### src/rtl/led_pwm_fader.sv
// led_pwm_fader: four-channel LED brightness fader.
// Each channel ramps an 8-bit brightness toward full-on or full-off,
// following the registered led_in pattern, and drives its pin with a
// 256-step PWM derived from a shared free-running counter.
module led_pwm_fader #(
    parameter int PWM_DIV        = 4,
    parameter int FADE_DIV       = 195313,
    parameter bit LED_ACTIVE_LOW = 1'b0
) (
    input  logic       clk,
    input  logic       rst_n,
    input  logic [3:0] led_in,
    input  logic       en,
    output logic [3:0] led_out,
    output logic       busy
);

    // PWM_DIV = 1 still needs a one-bit prescaler; it simply never leaves 0.
    localparam int PW = (PWM_DIV > 1) ? $clog2(PWM_DIV) : 1;
    localparam int FW = $clog2(FADE_DIV);

    localparam logic [PW-1:0] PWM_LAST  = PW'(PWM_DIV - 1);
    localparam logic [PW-1:0] PWM_ONE   = PW'(1);
    localparam logic [FW-1:0] FADE_LAST = FW'(FADE_DIV - 1);
    localparam logic [FW-1:0] FADE_ONE  = FW'(1);
    localparam logic [3:0]    OFF_LEVEL = {4{LED_ACTIVE_LOW}};

    logic [3:0]    tgt;
    logic [PW-1:0] pwm_pre;
    logic          pwm_tick;
    logic [7:0]    pwm_cnt;
    logic [FW-1:0] fade_pre;
    logic          fade_tick;
    logic [7:0]    bri [4];
    logic [3:0]    lit;
    logic          busy_d;

    assign pwm_tick  = (pwm_pre == PWM_LAST);
    assign fade_tick = (fade_pre == FADE_LAST);

    // Target pattern: one register stage, no filtering, so even a
    // single-cycle pulse on led_in becomes a one-cycle target.
    always_ff @(posedge clk) begin
        if (!rst_n) begin
            tgt <= 4'b0000;
        end else begin
            tgt <= led_in;
        end
    end

    // PWM prescaler and the shared 8-bit PWM phase counter (wraps 255 -> 0).
    always_ff @(posedge clk) begin
        if (!rst_n) begin
            pwm_pre <= '0;
            pwm_cnt <= 8'd0;
        end else begin
            if (pwm_tick) begin
                pwm_pre <= '0;
                pwm_cnt <= pwm_cnt + 8'd1;
            end else begin
                pwm_pre <= pwm_pre + PWM_ONE;
            end
        end
    end

    // Fade prescaler, independent of the PWM timebase.
    always_ff @(posedge clk) begin
        if (!rst_n) begin
            fade_pre <= '0;
        end else if (fade_tick) begin
            fade_pre <= '0;
        end else begin
            fade_pre <= fade_pre + FADE_ONE;
        end
    end

    // Brightness: one saturating step toward the current target per fade tick.
    // Uses the registered tgt, so a led_in change on a tick edge only counts
    // from the following tick; a reversal continues from the present value.
    always_ff @(posedge clk) begin
        if (!rst_n) begin
            for (int i = 0; i < 4; i++) begin
                bri[i] <= 8'd0;
            end
        end else if (fade_tick) begin
            for (int i = 0; i < 4; i++) begin
                if (tgt[i] && (bri[i] != 8'hFF)) begin
                    bri[i] <= bri[i] + 8'd1;
                end else if (!tgt[i] && (bri[i] != 8'h00)) begin
                    bri[i] <= bri[i] - 8'd1;
                end
            end
        end
    end

    // Raw lit state and settle detection. bri = 255 is forced on so that
    // full brightness has no dark slot when pwm_cnt reaches 255.
    always_comb begin
        lit    = 4'b0000;
        busy_d = 1'b0;
        for (int i = 0; i < 4; i++) begin
            lit[i] = (bri[i] == 8'hFF) || (bri[i] > pwm_cnt);
            if (bri[i] != (tgt[i] ? 8'hFF : 8'h00)) begin
                busy_d = 1'b1;
            end
        end
    end

    // Output registers: enable gating, then pin polarity.
    always_ff @(posedge clk) begin
        if (!rst_n) begin
            led_out <= OFF_LEVEL;
            busy    <= 1'b0;
        end else begin
            led_out <= (lit & {4{en}}) ^ OFF_LEVEL;
            busy    <= busy_d;
        end
    end

endmodule
### config.mk
export PLATFORM = sky130hd
export DESIGN_NAME = led_pwm_fader
export DESIGN_NICKNAME = d
export VERILOG_FILES = /design/src/rtl/led_pwm_fader.sv
export SDC_FILE = /design/constraint.sdc
export NUM_CORES = 1
export LEC_CHECK = 0
export CAP_MARGIN = 20
export CORE_UTILIZATION = 40
export CTS_CLUSTER_SIZE = 30
export DETAILED_ROUTE_END_ITERATION = 10
export HOLD_SLACK_MARGIN = 0.1
export PLACE_DENSITY = 0.56
export SYNTH_ARGS = -nofsm -noshare
export SYNTH_HDL_FRONTEND = slang
export SYNTH_SLANG_ARGS = --single-unit
### constraint.sdc
create_clock -name clk -period 6.3 [get_ports clk]
set_clock_uncertainty 0.2 [all_clocks]
set_input_delay 0.945 -clock clk [delete_from_list [all_inputs] [get_ports clk]]
set_output_delay 0.945 -clock clk [all_outputs]
set_load 0.02 [all_outputs]
Yosys cells after proc, flatten, opt, wreduce, memory -nomap -nowiden
Memory sizes are Yosys's and may differ from the RTL's.
Cells that the tools add are included.
{"block": "word_totals", "regBits": 37, "ram_bits": 32, "in_bits": 7, "n_memories": 1}
{"block": "op_classes", "n_addsub": 11, "n_lt_le_gt_ge": 4, "n_eq_ne": 14, "mux": 53, "bitwise_logic": 10, "reduce_logical": 22}
{"name": "bri", "words": 4, "width": 8, "read_ports": 4, "rd_ports_with_merged_regs": 0, "write_ports": 4, "line_no": "34", "text": "logic [7:0] bri [4];"}
{"op": "two-way mux 8 bit", "count": 12}
{"op": "two-way mux 1 bit", "count": 41}
{"op": "adder 8 x 1 -> 8 bit, second input constant", "count": 5}
{"op": "== test 8 bit, second input constant", "count": 4}
{"op": "greater-than comparator 8 bit", "count": 4}
{"op": "!= test 8 bit", "count": 4}
{"op": "!= test 8 bit, second input constant", "count": 4}
{"op": "nonzero test 8 bit", "count": 4}
{"op": "subtractor 8 x 1 -> 8 bit, second input constant", "count": 4}
{"op": "adder 18 x 1 -> 18 bit, second input constant", "count": 1}
{"op": "== test 18 bit, second input constant", "count": 1}
{"op": "logical AND 1 bit", "count": 8}
{"op": "OR 1 bit", "count": 8}
{"op": "AND 4 bit", "count": 1}
{"op": "logical NOT 1 bit", "count": 4}
{"op": "logical OR 1 bit", "count": 4}
{"op": "OR reduction 2 bit", "count": 2}
{"op": "adder 2 x 1 -> 2 bit, second input constant", "count": 1}
{"op": "== test 2 bit, second input constant", "count": 1}
{"op": "inverter 1 bit", "count": 1}

Logic depth before layout (Yosys ltp)
{"block": "logic_depth", "ltp_word": 8, "mapped_depth": 13}

Worst setup path before layout
No wires, ideal clock.
{"block": "synth_path", "kind": "input port to flip-flop", "start": "in rst_n", "end": "mem bri[2][6], data pin", "setup_ns": 0.259, "arrival_time_ns": 2.557, "t_required_ns": 5.841, "setup_slack_ns": 3.283, "path_stages": 10, "cell_sequence": "buf_2 -> nand4_1 -> inv_1 -> ha_1 -> nor2b_1 -> o21ai_0 -> a21oi_1 -> o21ai_0 -> nor3b_1 -> nor3_1"}
{"element": "from (decl)", "line_no": "11", "text": "input logic rst_n,"}
{"element": "to (decl)", "line_no": "34"}

==> metrics.csv <==
stage,metric,value,unit
worst_setup_path,launch point of the worst path,rst_n,
clock_tree,root buffer selected by CTS,sky130_fd_sc_hd__clkbuf_16,
floorplanning,starting density of the core,41.2,%
drt,met1 layer wirelength in the final routing,4980,um
logic_synthesis,area share of xor/xnor cells in the synthesized design,5.59,%
drt,number of antenna-violating nets in the routed design,0,
worst_setup_path,critical register-to-register path endpoint,bri[0][6],
placement,number of buffers inserted by port buffering,11,
layout,net total in the final layout,596,
sta,worst slew margin relative to its limit,61.0,%
sta,max-slew violation count,0,
worst_setup_path,Setup crit start kind,input port,
status,status,"complete, no violations",
sta,shortest period the worst path allows,3.84,ns
sta,number of hold violations in the final report,0,
global_route,global route total overflow,0,
logic_synthesis,adder-cell area share of the yosys netlist,16.4,%
placement,area after detailed placement,4940,um^2
clock_tree,clock-pin slew of the registers on the worst-case setup and hold paths,0.05,ns
worst_setup_path,depth of the worst register-to-register path,11,
clock_tree,CTS tree,yes,
clock_tree,insertion delay to the later sink of the worst-skew pair,0.34,ns
pwr,switching pwr,0.262,mW
drt,met3 routed WL,382,um
layout,number of fillers in the final layout,1108,
worst_setup_path,critical path data arrival time,3.71,ns
clock_tree,CTS Buffer Depth,2,
sta,final clock period utilization by the worst path,60.9,%
floorplanning,Die Wd,110,um
layout,ratio of cells with drive above 1 in the final layout,4.31,%
drt,DRC marker count from the first detailed-route iteration,148,
global_route,number of global-route vias before repair,3562,
logic_synthesis,number of distinct library cells after synthesis,58,
drt,routed vias,3706,
clock_tree,CTS-repair resized insts,0,
sta,TNS Setup,0,ns
worst_setup_path,highest net fanout along the worst path,16,
logic_synthesis,"EDFF count, synth",32,
clock_tree,Setup Buffers After CTS,0,
logic_synthesis,total nets after synthesis,585,
drt,wire length reported by the detailed router,10200,um
placement,half-perimeter wire length of the detailed placement result,7600,um
drt,Wirelength per Cell,15.1,um
drt,WL met2,4720,um
drt,first-pass iteration count of the detailed router,4,
pwr,total power,1.07,mW
floorplanning,number of placed I/O pins,12,
floorplanning,Core Footprint,11400,um^2
sta,Least-Margin Pin Slew,0.583,ns
pwr,share of power burned in the clock network,43.4,%
logic_synthesis,"FFs w/ async S/R, synth",0,%
placement,routability congestion estimate from global placement,0.787,
logic_synthesis,share of synthesized area occupied by flip-flops and latches,36.2,%
logic_synthesis,synthesis-stage register bit count,69,
sta,maximum achievable frequency,261,MHz
layout,Final Cell Area,5200,um^2
global_route,first-pass GRT wire length,17400,um
layout,number of antenna cells inserted,0,
worst_setup_path,crit path kind,input port to register,
logic_synthesis,summed instance area of the synthesized netlist,4700,um^2
logic_synthesis,mean cell area of the mapped netlist,9.08,um^2
drt,Max Used Layer,met4,
job,Max-Cap Viols,0,
pwr,P_leak,1.98,nW
pwr,part of the total power dissipated in combinational logic,8.7,%
floorplanning,Die Area,12200,um^2
global_route,GRT Overall Usage,17.6,%
clock_tree,Sinks on Clock Net,69,
logic_synthesis,Most used DFF post-synth,sky130_fd_sc_hd__dfxtp_1,
pwr,sequential fraction of design power,47.9,%
pwr,share of total power consumed by net switching,24.5,%
layout,post-route insts no fill,677,
drt,drt drc,0,
sta,RSZ-0062 raised after global routing,no,
logic_synthesis,Yosys Warn Count,0,
clock_tree,H-tree depth,3,
min_path,kind of path behind the tightest hold check,register to register,
clock_tree,CTS hold repair buffers,0,
sta,setup-violating endpoint count in the final report,0,
pwr,P per Cell Area,205,nW/um^2
floorplanning,Row Count,39,
worst_setup_path,critical path endpoint category,register,
worst_setup_path,register-to-register setup slack,2.83,ns
pwr,Peak supply drop,0.000179,V
global_route,pin count of the biggest net entering global routing,18,
logic_synthesis,simple-gate area share of the yosys netlist,25.5,%
worst_setup_path,reg2reg start,fade_pre[11],
logic_synthesis,dominant combinational cell family by area after synthesis,simple AND/OR/NAND/NOR gates,
global_route,antenna violations before repair,0,
layout,synthesis-to-finish area growth,10.7,%
worst_setup_path,end point of the critical path,bri[1][6],
logic_synthesis,Synth Area in Compound Gates,11.7,%
drt,drt via density,5.47,
floorplanning,Die H,110,um
logic_synthesis,count of mapped cells out of synthesis,518,
pwr,Pint,0.805,mW
clock_tree,Num CTS Buffers,9,
placement,Post-Place Cells,661,
logic_synthesis,proportion of synthesized area in mux cells,0.426,%
worst_setup_path,data required time at the worst endpoint,6.18,ns
## through the flow
| step | worst slack (ns) | hold WS [ns] | util (%) |
|---|---|---|---|
| 2_1_floorplan | 3.28 | 0.203 | - |
| 5_1_grt | 2.15 | 0.275 | 45.6 |
| 4_1_cts | 2.47 | 0.247 | 45.6 |
| 6_report | 2.46 | 0.237 | 45.6 |
| 3_5_place_dp | 2.13 | 0.239 | 43.3 |
| 3_3_place_gp | 2.22 | 0.213 | 43.3 |
## power by group through the flow
stage	combinational, mW	sequential, mW	clock (mW)
CTS	0.0938	0.511	0.475
global placement	0.0905	0.520	0
global route	0.107	0.514	0.494
finish	0.0932	0.511	0.463
floorplan	0.0701	0.512	0
detailed placement	0.0933	0.520	0
## worst min path at each step
| stage | cells past startpoint | start | to | slack (ns) |
|---|---|---|---|---|
| detailed placement | 1 | pwm_pre[0] | pwm_pre[0] | 0.24 |
| global route | 1 | pwm_pre[0] | pwm_pre[0] | 0.27 |
| global placement | 1 | pwm_pre[0] | pwm_pre[0] | 0.21 |
| finish | 1 | pwm_pre[0] | pwm_pre[0] | 0.24 |
| floorplan | 1 | pwm_pre[0] | pwm_pre[0] | 0.20 |
| CTS | 1 | pwm_pre[0] | pwm_pre[0] | 0.25 |
## layer usage
layer / vias up / track usage (%)
met3: 13 / 4.67
met2: 48 / 28.5
li1: 1906 / -
met4: 0 / 4.44
met5: - / 0
met1: 1739 / 23.4
## registers in the layout (all words and copies together), names as in the netlist
register,flops
pwm_cnt,8
fade_pre,18
pwm_pre,2
busy,1
tgt,4
led_out,4
bri,32
## synthesized netlist by cell type, types with 2 or more instances
library cell / instances / share of area, %
sky130_fd_sc_hd__ha_1: 57 / 15
sky130_fd_sc_hd__nor2_1: 50 / 4.0
sky130_fd_sc_hd__dfxtp_1: 37 / 16
sky130_fd_sc_hd__inv_1: 35 / 2.8
sky130_fd_sc_hd__nand2_1: 33 / 2.6
sky130_fd_sc_hd__edfxtp_1: 32 / 20
sky130_fd_sc_hd__o21ai_0: 28 / 3.0
sky130_fd_sc_hd__a21oi_1: 24 / 2.6
sky130_fd_sc_hd__nand4_1: 24 / 3.2
sky130_fd_sc_hd__nor3_1: 19 / 2.0
sky130_fd_sc_hd__xnor2_1: 19 / 3.5
sky130_fd_sc_hd__and2_1: 13 / 1.7
sky130_fd_sc_hd__nor2b_1: 13 / 1.7
sky130_fd_sc_hd__nand3_1: 11 / 1.2
sky130_fd_sc_hd__xor2_1: 11 / 2.0
sky130_fd_sc_hd__and3_1: 10 / 1.3
sky130_fd_sc_hd__nor4_1: 9 / 1.2
sky130_fd_sc_hd__a21o_1: 8 / 1.3
sky130_fd_sc_hd__or3_1: 8 / 1.1
sky130_fd_sc_hd__a21boi_0: 6 / 0.96
sky130_fd_sc_hd__buf_2: 6 / 0.64
sky130_fd_sc_hd__clkbuf_1: 5 / 0.40
sky130_fd_sc_hd__a211oi_1: 4 / 0.64
sky130_fd_sc_hd__a31oi_1: 4 / 0.53
sky130_fd_sc_hd__nand2b_1: 4 / 0.53
sky130_fd_sc_hd__nor3b_1: 4 / 0.64
sky130_fd_sc_hd__fa_1: 3 / 1.3
sky130_fd_sc_hd__or2_1: 3 / 0.40
sky130_fd_sc_hd__a32oi_1: 2 / 0.37
sky130_fd_sc_hd__and3b_1: 2 / 0.37
sky130_fd_sc_hd__mux2i_1: 2 / 0.43
sky130_fd_sc_hd__o21a_1: 2 / 0.32
sky130_fd_sc_hd__o21bai_1: 2 / 0.32
sky130_fd_sc_hd__o221ai_1: 2 / 0.37
sky130_fd_sc_hd__o22ai_1: 2 / 0.27
sky130_fd_sc_hd__or2_2: 2 / 0.27
## kinds of logic after synthesis
| family | count (synthesis) |
|---|---|
| AO/OA/AOI/OAI | 90 |
| flip-flops | 69 |
| XOR/XNOR | 30 |
| AND/OR/NAND/NOR | 219 |
| buffers and inverters | 48 |
| multiplexers | 2 |
| adder cells (fa/ha/maj) | 60 |
## worst max-delay path, stage by stage
cell and delay [ns]:
sky130_fd_sc_hd__clkdlybuf4s50_1 0.76, sky130_fd_sc_hd__buf_4 0.28, sky130_fd_sc_hd__nand4_1 0.20, sky130_fd_sc_hd__inv_1 0.26, sky130_fd_sc_hd__ha_1 0.31, sky130_fd_sc_hd__nor2b_1 0.16, sky130_fd_sc_hd__o21ai_0 0.20, sky130_fd_sc_hd__a21oi_1 0.12
sky130_fd_sc_hd__o21ai_0 0.20, sky130_fd_sc_hd__nor3b_1 0.22, sky130_fd_sc_hd__nor3_1 0.06
## area by class of cell
| type | instances | area [um^2] | share of cell area, % |
|---|---|---|---|
| Tap cell | 143 | 179 | 3.44 |
| Sequential cell | 69 | 1700 | 32.7 |
| Timing Repair Buffer | 13 | 125 | 2.40 |
| Clock inverter | 3 | 12.5 | 0.240 |
| Inverter | 35 | 131 | 2.52 |
| Multi-Input combinational cell | 401 | 2800 | 53.9 |
| Clock buffer | 13 | 250 | 4.81 |
## cells in the final DEF, fill, tap and decap left out, types with 19 or more instances in the layout
| cell type | instances |
|---|---|
| sky130_fd_sc_hd__a21oi_1 | 24 |
| sky130_fd_sc_hd__dfxtp_1 | 37 |
| sky130_fd_sc_hd__edfxtp_1 | 32 |
| sky130_fd_sc_hd__ha_1 | 57 |
| sky130_fd_sc_hd__inv_1 | 35 |
| sky130_fd_sc_hd__nand2_1 | 33 |
| sky130_fd_sc_hd__nand4_1 | 24 |
| sky130_fd_sc_hd__nor2_1 | 50 |
| sky130_fd_sc_hd__nor3_1 | 19 |
| sky130_fd_sc_hd__o21ai_0 | 28 |
| sky130_fd_sc_hd__xnor2_1 | 19 |
No activity file was read; power rests on OpenSTA's default activity.
